**src/rtl/q2_sched_pkg.sv**
```systemverilog
// Shared definitions for the q2 address-unit scheduler: FSM state encoding and data width.
package q2_sched_pkg;
    localparam int DATA_W = 16;

    typedef enum logic [1:0] {
        IDLE  = 2'd0,
        ISSUE = 2'd1,
        RESP  = 2'd2
    } state_t;
endpackage

```
**src/rtl/rr_arb2.sv**
```systemverilog
// Two-input round-robin arbiter: on contention the requester that did not win last time is granted.
module rr_arb2 (
    input  logic [1:0] req,
    input  logic       last_gnt,
    output logic [1:0] gnt,
    output logic       gnt_id
);
    always_comb begin
        gnt_id = req[1] & (~req[0] | ~last_gnt);
        gnt    = 2'b00;
        if (req != 2'b00) begin
            gnt = gnt_id ? 2'b10 : 2'b01;
        end
    end
endmodule

```
**src/rtl/q2_sched.sv**
```systemverilog
// Schedules two requesters onto one shared combinational address unit, one command in flight.
// Optional grant statistics counters are built when Q2_SCHED_STATS_EN is defined.
//   state | meaning
//   IDLE  | waiting for a command, readies driven by the arbiter
//   ISSUE | operands held on q2_d/c/s for one cycle, result captured
//   RESP  | rsp_valid held until rsp_ready
module q2_sched
    import q2_sched_pkg::*;
#(
    parameter int CNT_W = 8
) (
    input  logic              clk,
    input  logic              rst,
    input  logic              req0_valid,
    output logic              req0_ready,
    input  logic [DATA_W-1:0] req0_d,
    input  logic              req0_c,
    input  logic              req0_s,
    input  logic              req1_valid,
    output logic              req1_ready,
    input  logic [DATA_W-1:0] req1_d,
    input  logic              req1_c,
    input  logic              req1_s,
    output logic [DATA_W-1:0] q2_d,
    output logic              q2_c,
    output logic              q2_s,
    input  logic [DATA_W-1:0] q2_address,
    output logic              rsp_valid,
    output logic              rsp_id,
    output logic [DATA_W-1:0] rsp_addr,
    input  logic              rsp_ready,
    output logic [CNT_W-1:0]  grant_cnt0,
    output logic [CNT_W-1:0]  grant_cnt1
);
    state_t     state;
    logic       last_gnt;
    logic [1:0] gnt;
    logic       gnt_id;
    logic       accept;

    rr_arb2 u_arb (
        .req      ({req1_valid, req0_valid}),
        .last_gnt (last_gnt),
        .gnt      (gnt),
        .gnt_id   (gnt_id)
    );

    assign accept     = (state == IDLE) && (gnt != 2'b00);
    assign req0_ready = (state == IDLE) && gnt[0];
    assign req1_ready = (state == IDLE) && gnt[1];

    // last_gnt resets to 1 so that req0 wins the first contended arbitration
    always_ff @(posedge clk or posedge rst) begin
        if (rst) begin
            state     <= IDLE;
            last_gnt  <= 1'b1;
            q2_d      <= '0;
            q2_c      <= 1'b0;
            q2_s      <= 1'b0;
            rsp_valid <= 1'b0;
            rsp_id    <= 1'b0;
            rsp_addr  <= '0;
        end else begin
            case (state)
                IDLE: begin
                    if (accept) begin
                        q2_d     <= gnt_id ? req1_d : req0_d;
                        q2_c     <= gnt_id ? req1_c : req0_c;
                        q2_s     <= gnt_id ? req1_s : req0_s;
                        rsp_id   <= gnt_id;
                        last_gnt <= gnt_id;
                        state    <= ISSUE;
                    end
                end
                ISSUE: begin
                    rsp_addr  <= q2_address;
                    rsp_valid <= 1'b1;
                    state     <= RESP;
                end
                RESP: begin
                    if (rsp_ready) begin
                        rsp_valid <= 1'b0;
                        state     <= IDLE;
                    end
                end
                default: state <= IDLE;
            endcase
        end
    end

`ifdef Q2_SCHED_STATS_EN
    // Saturating acceptance counters
    always_ff @(posedge clk or posedge rst) begin
        if (rst) begin
            grant_cnt0 <= '0;
            grant_cnt1 <= '0;
        end else begin
            if (req0_ready && (grant_cnt0 != '1)) grant_cnt0 <= grant_cnt0 + 1'b1;
            if (req1_ready && (grant_cnt1 != '1)) grant_cnt1 <= grant_cnt1 + 1'b1;
        end
    end
`else
    assign grant_cnt0 = '0;
    assign grant_cnt1 = '0;
`endif
endmodule
```
**config.mk**
```make
export PLATFORM = sky130hd
export DESIGN_NAME = q2_sched
export DESIGN_NICKNAME = d
export VERILOG_FILES = /design/src/rtl/q2_sched_pkg.sv /design/src/rtl/rr_arb2.sv /design/src/rtl/q2_sched.sv
export SDC_FILE = /design/constraint.sdc
export NUM_CORES = 1
export LEC_CHECK = 0
export ABC_AREA = 0
export CORE_AREA = 4 4 85 87
export CTS_CLUSTER_DIAMETER = 40
export DETAILED_ROUTE_END_ITERATION = 12
export DIE_AREA = 0 0 89 91
export PLACE_DENSITY = 0.73
export SYNTH_ARGS = -nofsm -noshare
export SYNTH_HDL_FRONTEND = slang
export SYNTH_HIERARCHICAL = 1
export SYNTH_SLANG_ARGS = --single-unit
export TNS_END_PERCENT = 5
```
**constraint.sdc**
```tcl
create_clock -name clk -period 3.8 [get_ports clk]
set_input_delay 0.38 -clock clk [delete_from_list [all_inputs] [get_ports clk]]
set_output_delay 0.38 -clock clk [all_outputs]
set_load 0.02 [all_outputs]
```
# Word-level counts from Yosys, hierarchy flattened
# Index checks and enable logic that the tools add are counted.
# word_totals
in_bits	57
latchBits	0
wordCells	36
memories	0
register_bits	39
out_inout_bits	54
ram_bits	0
mem_bits_ro	0
# classes
order_cmp	0
n_bitwise	4
eq_ne	4
multipliers	0
n_addsub	0
n_div	0
n_shift	0
mux	10
reduce_logical	10
# op_table
operator	count
$mux W16	1
$mux W2	4
$pmux W2 S3	1
$reduce_and A2 Y1	3
$reduce_bool A2 Y1	3
$ne A2 B2 Y1 const B	2
$logic_and A1 B1 Y1	3
$mux W1	3
$eq A2 B1 Y1 const B	1
$eq A2 B2 Y1 const B	1
$logic_not A2 Y1	1
$not A1 Y1	2
$pmux W1 S2	1
$and A1 B1 Y1	1
$or A1 B1 Y1	1

# Longest topological paths before layout
# depth
depth_word	9
mapped_depth	6
ltp_nobuf	5

# Hierarchy
# The synthesis kept the hierarchy.
# by_module_without_submodules
mod	cells_each	n_inst	area_per_inst_um2	seq_area_each_um2
q2_sched	128	1	1856.8	977.2
rr_arb2	4	1	26.3	0.0

# Worst setup path after synthesis
# No wires, ideal clock.
# synth_timing
path_type	register -> output
from	register last_gnt
to	output req0_ready
n_path_buf	0
path_stages_with_launch	4
arrival_ns	1.237
required_ns	3.420
setup_slack_ns	2.183
path_cell_list	dfstp_2 -> inv_1 -> a21boi_1 -> nor3b_1
# synth_via
elab_chain_len	6
# synth_rtl
element	line	rtl
start: declaration	q2_sched.sv:36	logic last_gnt;
start signal: assignment	q2_sched.sv:71	last_gnt <= gnt_id;
$not A1 Y1	rr_arb2.sv:9	gnt_id = req[1] & (~req[0] | ~last_gnt);
$or A1 B1 Y1	rr_arb2.sv:9	
$and A1 B1 Y1	rr_arb2.sv:9	
$mux W2	rr_arb2.sv:12	gnt = gnt_id ? 2'b10 : 2'b01;
$mux W2	rr_arb2.sv:11	if (req != 2'b00) begin
named net gnt[0]	q2_sched.sv:37	logic [1:0] gnt;
$logic_and A1 B1 Y1	q2_sched.sv:49	assign req0_ready = (state == IDLE) && gnt[0];
end: declaration	q2_sched.sv:15	output logic req0_ready,
# The timed path passes the listed nets, and every way through them passes these cells.

# Worst setup path in the final report
# layout_timing
from	input req0_valid
to	output req0_ready
# layout_via
elab_chain_len	6
elab_cells_between_ends	7
classes_between	mux (2); bitwise (3); reduce/logical (2)
# layout_rtl
element	line	rtl
start: declaration	q2_sched.sv:14	input logic req0_valid,
$not A1 Y1	rr_arb2.sv:9	
$or A1 B1 Y1	rr_arb2.sv:9	
$and A1 B1 Y1	rr_arb2.sv:9	
$mux W2	rr_arb2.sv:12	
$mux W2 *	rr_arb2.sv:11	
named net gnt[0]	q2_sched.sv:37	
$logic_and A1 B1 Y1 *	q2_sched.sv:49	
# Mark *: on every way through the listed nets, which the timed path passes. The rest lies on a longest branch.

==> results by group <==
Placed design
  • DP Cell Count: approximately 300
  • Dpl cell area: around 2800 um^2
  • Placer Congestion: around 0.7
  • Post-place setup slack: ~1.3 ns
  • Port bufs: 94
  • Detail Placement HPWL: between 3000 and 4000 um

Global route
  • Antenna violations before repair: 0
  • Vias in the first global route: 1422
  • Grt ovf: 0
  • Largest net degree at the start of global routing: 40
  • Global-route wire length before repair: 6660 um
  • Tot GR Track Use: 0.106

Hold path
  • Worst min path class: in2async

Synthesis
  • Synth top area share: 0.505
  • Mapped Area: about 1900 um^2
  • Synth Register Bits: 39
  • Ys Warns: 6
  • Synthesized area per cell: 14.3 um^2
  • Post-synth cell types: 17
  • Post-synthesis cell count: roughly 130
  • Post-synthesis sequential area ratio: 0.519
  • Post-synth top area cell: dfrtp_1
  • Synth top area cells: dfrtp_1 (50%), mux2_2 (27%), buf_4 (7.6%), mux2_4 (7.2%), dfstp_2 (1.4%)

Floorplanning
  • Initial Utilization: 0.297
  • Die area: 8100 um^2
  • Chip width: just under 90 um
  • Die Ht: a little over 90 um
  • Core area: about 6300 um^2
  • Row cnt: 29
  • IO Count: between 100 and 150

Setup path
  • CP endpoint kind: primary output
  • CP Launch Type: input port
  • Worst EP required: 3.42 ns
  • Crit Path Category: in2out
  • Critical Path AT: about 2.0 ns
  • CP max FO: 3

STA
  • Final max-slew violation count: 0
  • Clk_skew: roughly 0.0050 ns
  • Least-Margin Pin Slew: ~1.0 ns
  • RSZ-0062 raised after global routing: false
  • Final setup viols: 0
  • Setup ws final: between 1 and 1.5 ns
  • Setup TNS: 0 ns
  • Min cycle time layout: between 2 and 2.5 ns
  • Headroom to the max-slew limit: 0.332
  • Fin crit share: 0.617
  • Final count of hold timing violations: 0
  • Fmax: 426 MHz

Power
  • Clock share of power: 0.131
  • Pint: around 1.5 mW
  • Final Power: about 2.3 mW
  • Worst VDD drop: around 0.49 mV
  • Seq pwr share: 0.328
  • Switching power: between 800 and 900 uW
  • Sw Share: 0.352
  • PD cells: 794 nW/um^2
  • Leak: around 1.2 nW
  • Combinational Power Share: 0.541

Clock tree
  • Post-cts repair resize count: 0
  • Worst-Skew Late Latency: around 0.28 ns
  • # hold bufs at CTS: 0
  • CTS clk-pin slew, worst paths: 0.08 ns
  • CTS H-tree depth: 2
  • Postcts setup bufs: 0
  • CTS tree: done
  • Total CTS buffers: 5
  • Clk Tree Root Cell: clkbuf_8
  • Clock Path Buffers: 2
  • CTS Sinks: 39

Routing
  • Vias per inst: 4.24
  • Initial drt markers: 18
  • Via count: between 1000 and 1500
  • DRT Pass-1 Iters: 3
  • Total wire length: about 4300 um
  • ANT nets after route: 0
  • # DRC: 0
  • Wire length per cell: ~14 um

Finish
  • Area occupied by multi-input gates: about 800 um^2
  • Post-Layout Cell Count: around 300
  • Fill count: between 500 and 600
  • Nets: approximately 290
  • Relative area change from synthesis to final layout: 56.3%
  • Antenna diodes: 0
  • Post-route cell area: between 2000 and 3000 um^2
  • Layout cells sized above 1: 0.297
  • Register area: 977 um^2

Run
  • Maxcap violations: 0

Outcome
  • Outcome: completed
per-stage QoR:
stage	hold slack, ns	utilization
2_1_floorplan	0.528	-
3_3_place_gp	0.489	0.447
3_5_place_dp	0.492	0.447
4_1_cts	0.511	0.464
5_1_grt	0.525	0.464
6_report	0.508	0.464
per-layer routing:
layer / up-vias / global-route usage / routed length (um)
li1: 614 / - / -
met1: 616 / 0.118 / 1570
met2: 64 / 0.189 / 2290
met3: 2 / 0.0389 / 463
met4: 0 / 0.0298 / 21
met5: - / 0 / 0
layout make-up:
type / count / share of cell area
inverters: 3 / 0.00382
repair buffers: 96 / 0.325
clock buffers: 7 / 0.0327
multi-input cells: 83 / 0.272
flip-flops and latches: 39 / 0.332
clock inverters: 1 / 0.00255
well taps: 77 / 0.0327
state kept, by name (all words and copies together), names as in the netlist:
| register | flops |
|---|---|
| q2_c | 1 |
| rsp_id | 1 |
| q2_d | 16 |
| rsp_addr | 16 |
| last_gnt | 1 |
| q2_s | 1 |
| rsp_valid | 1 |
| state | 2 |
cell usage after synthesis:
library cell and count:
mux2_2 45, dfrtp_1 38, buf_4 19, mux2_4 9, a21boi_1 3, inv_1 3, nor3b_1 3, a21oi_1 2
buf_2 2, buf_6 1, conb_1 1, dfstp_2 1, nand2_1 1, nor2_1 1, nor2b_1 1, nor3_2 1
or2_1 1
layout by cell type, fill, tap and decap left out:
master and count:
clkdlybuf4s50_1 94, mux2_2 45, dfrtp_1 38, conb_1 16, mux2_4 9, clkbuf_8 7
nor3b_1 3, inv_1 2, a21oi_1 2, buf_4 2, a21boi_1 2, nor2_1 1
nor3_4 1, nor2b_2 1, clkinv_1 1, or2_1 1, nand2_1 1, clkinvlp_4 1
dfstp_2 1, a21boi_2 1
power by group through the flow:
| stage | registers (mW) | logic, mW | clock network [mW] |
|---|---|---|---|
| 3_3_place_gp | 0.764 | 1.27 | 0 |
| 2_1_floorplan | 1.00 | 0.516 | 0 |
| 3_5_place_dp | 0.773 | 1.29 | 0 |
| 6_report | 0.767 | 1.27 | 0.305 |
| 5_1_grt | 0.803 | 1.34 | 0.341 |
| 4_1_cts | 0.770 | 1.29 | 0.322 |
critical path, cell delays in order:
cell	delay, ns
clkdlybuf4s50_1	0.52
a21boi_1	0.21
nor3b_1	0.21
clkdlybuf4s50_1	0.65
final timing paths:
path | startpoint | end | slack, ns | depth (start not counted)
setup / recovery | req0_valid | req0_ready | 1.46 | 4
hold / removal | rst | rsp_addr[10] | 0.51 | 3
setup reg to reg | last_gnt | q2_s | 1.69 | 5
hold reg to reg | q2_d[5] | q2_d[5] | 0.51 | 1
max in group asynchronous | rst | last_gnt | 2.93 | 3
min in group clk | q2_d[5] | q2_d[5] | 0.51 | 1
kinds of logic (layout without fill, tap and decap cells):
kind of cell	after synthesis	count (layout)	synth area share
and+or+nand+nor	8	8	0.0279
muxes	54	54	0.341
buffers and inverters	25	107	0.0930
AOI/OAI and AO/OA	5	5	0.0173
other	1	16	0.00199
DFF	39	39	0.519
(Power assumes the default switching activity.)
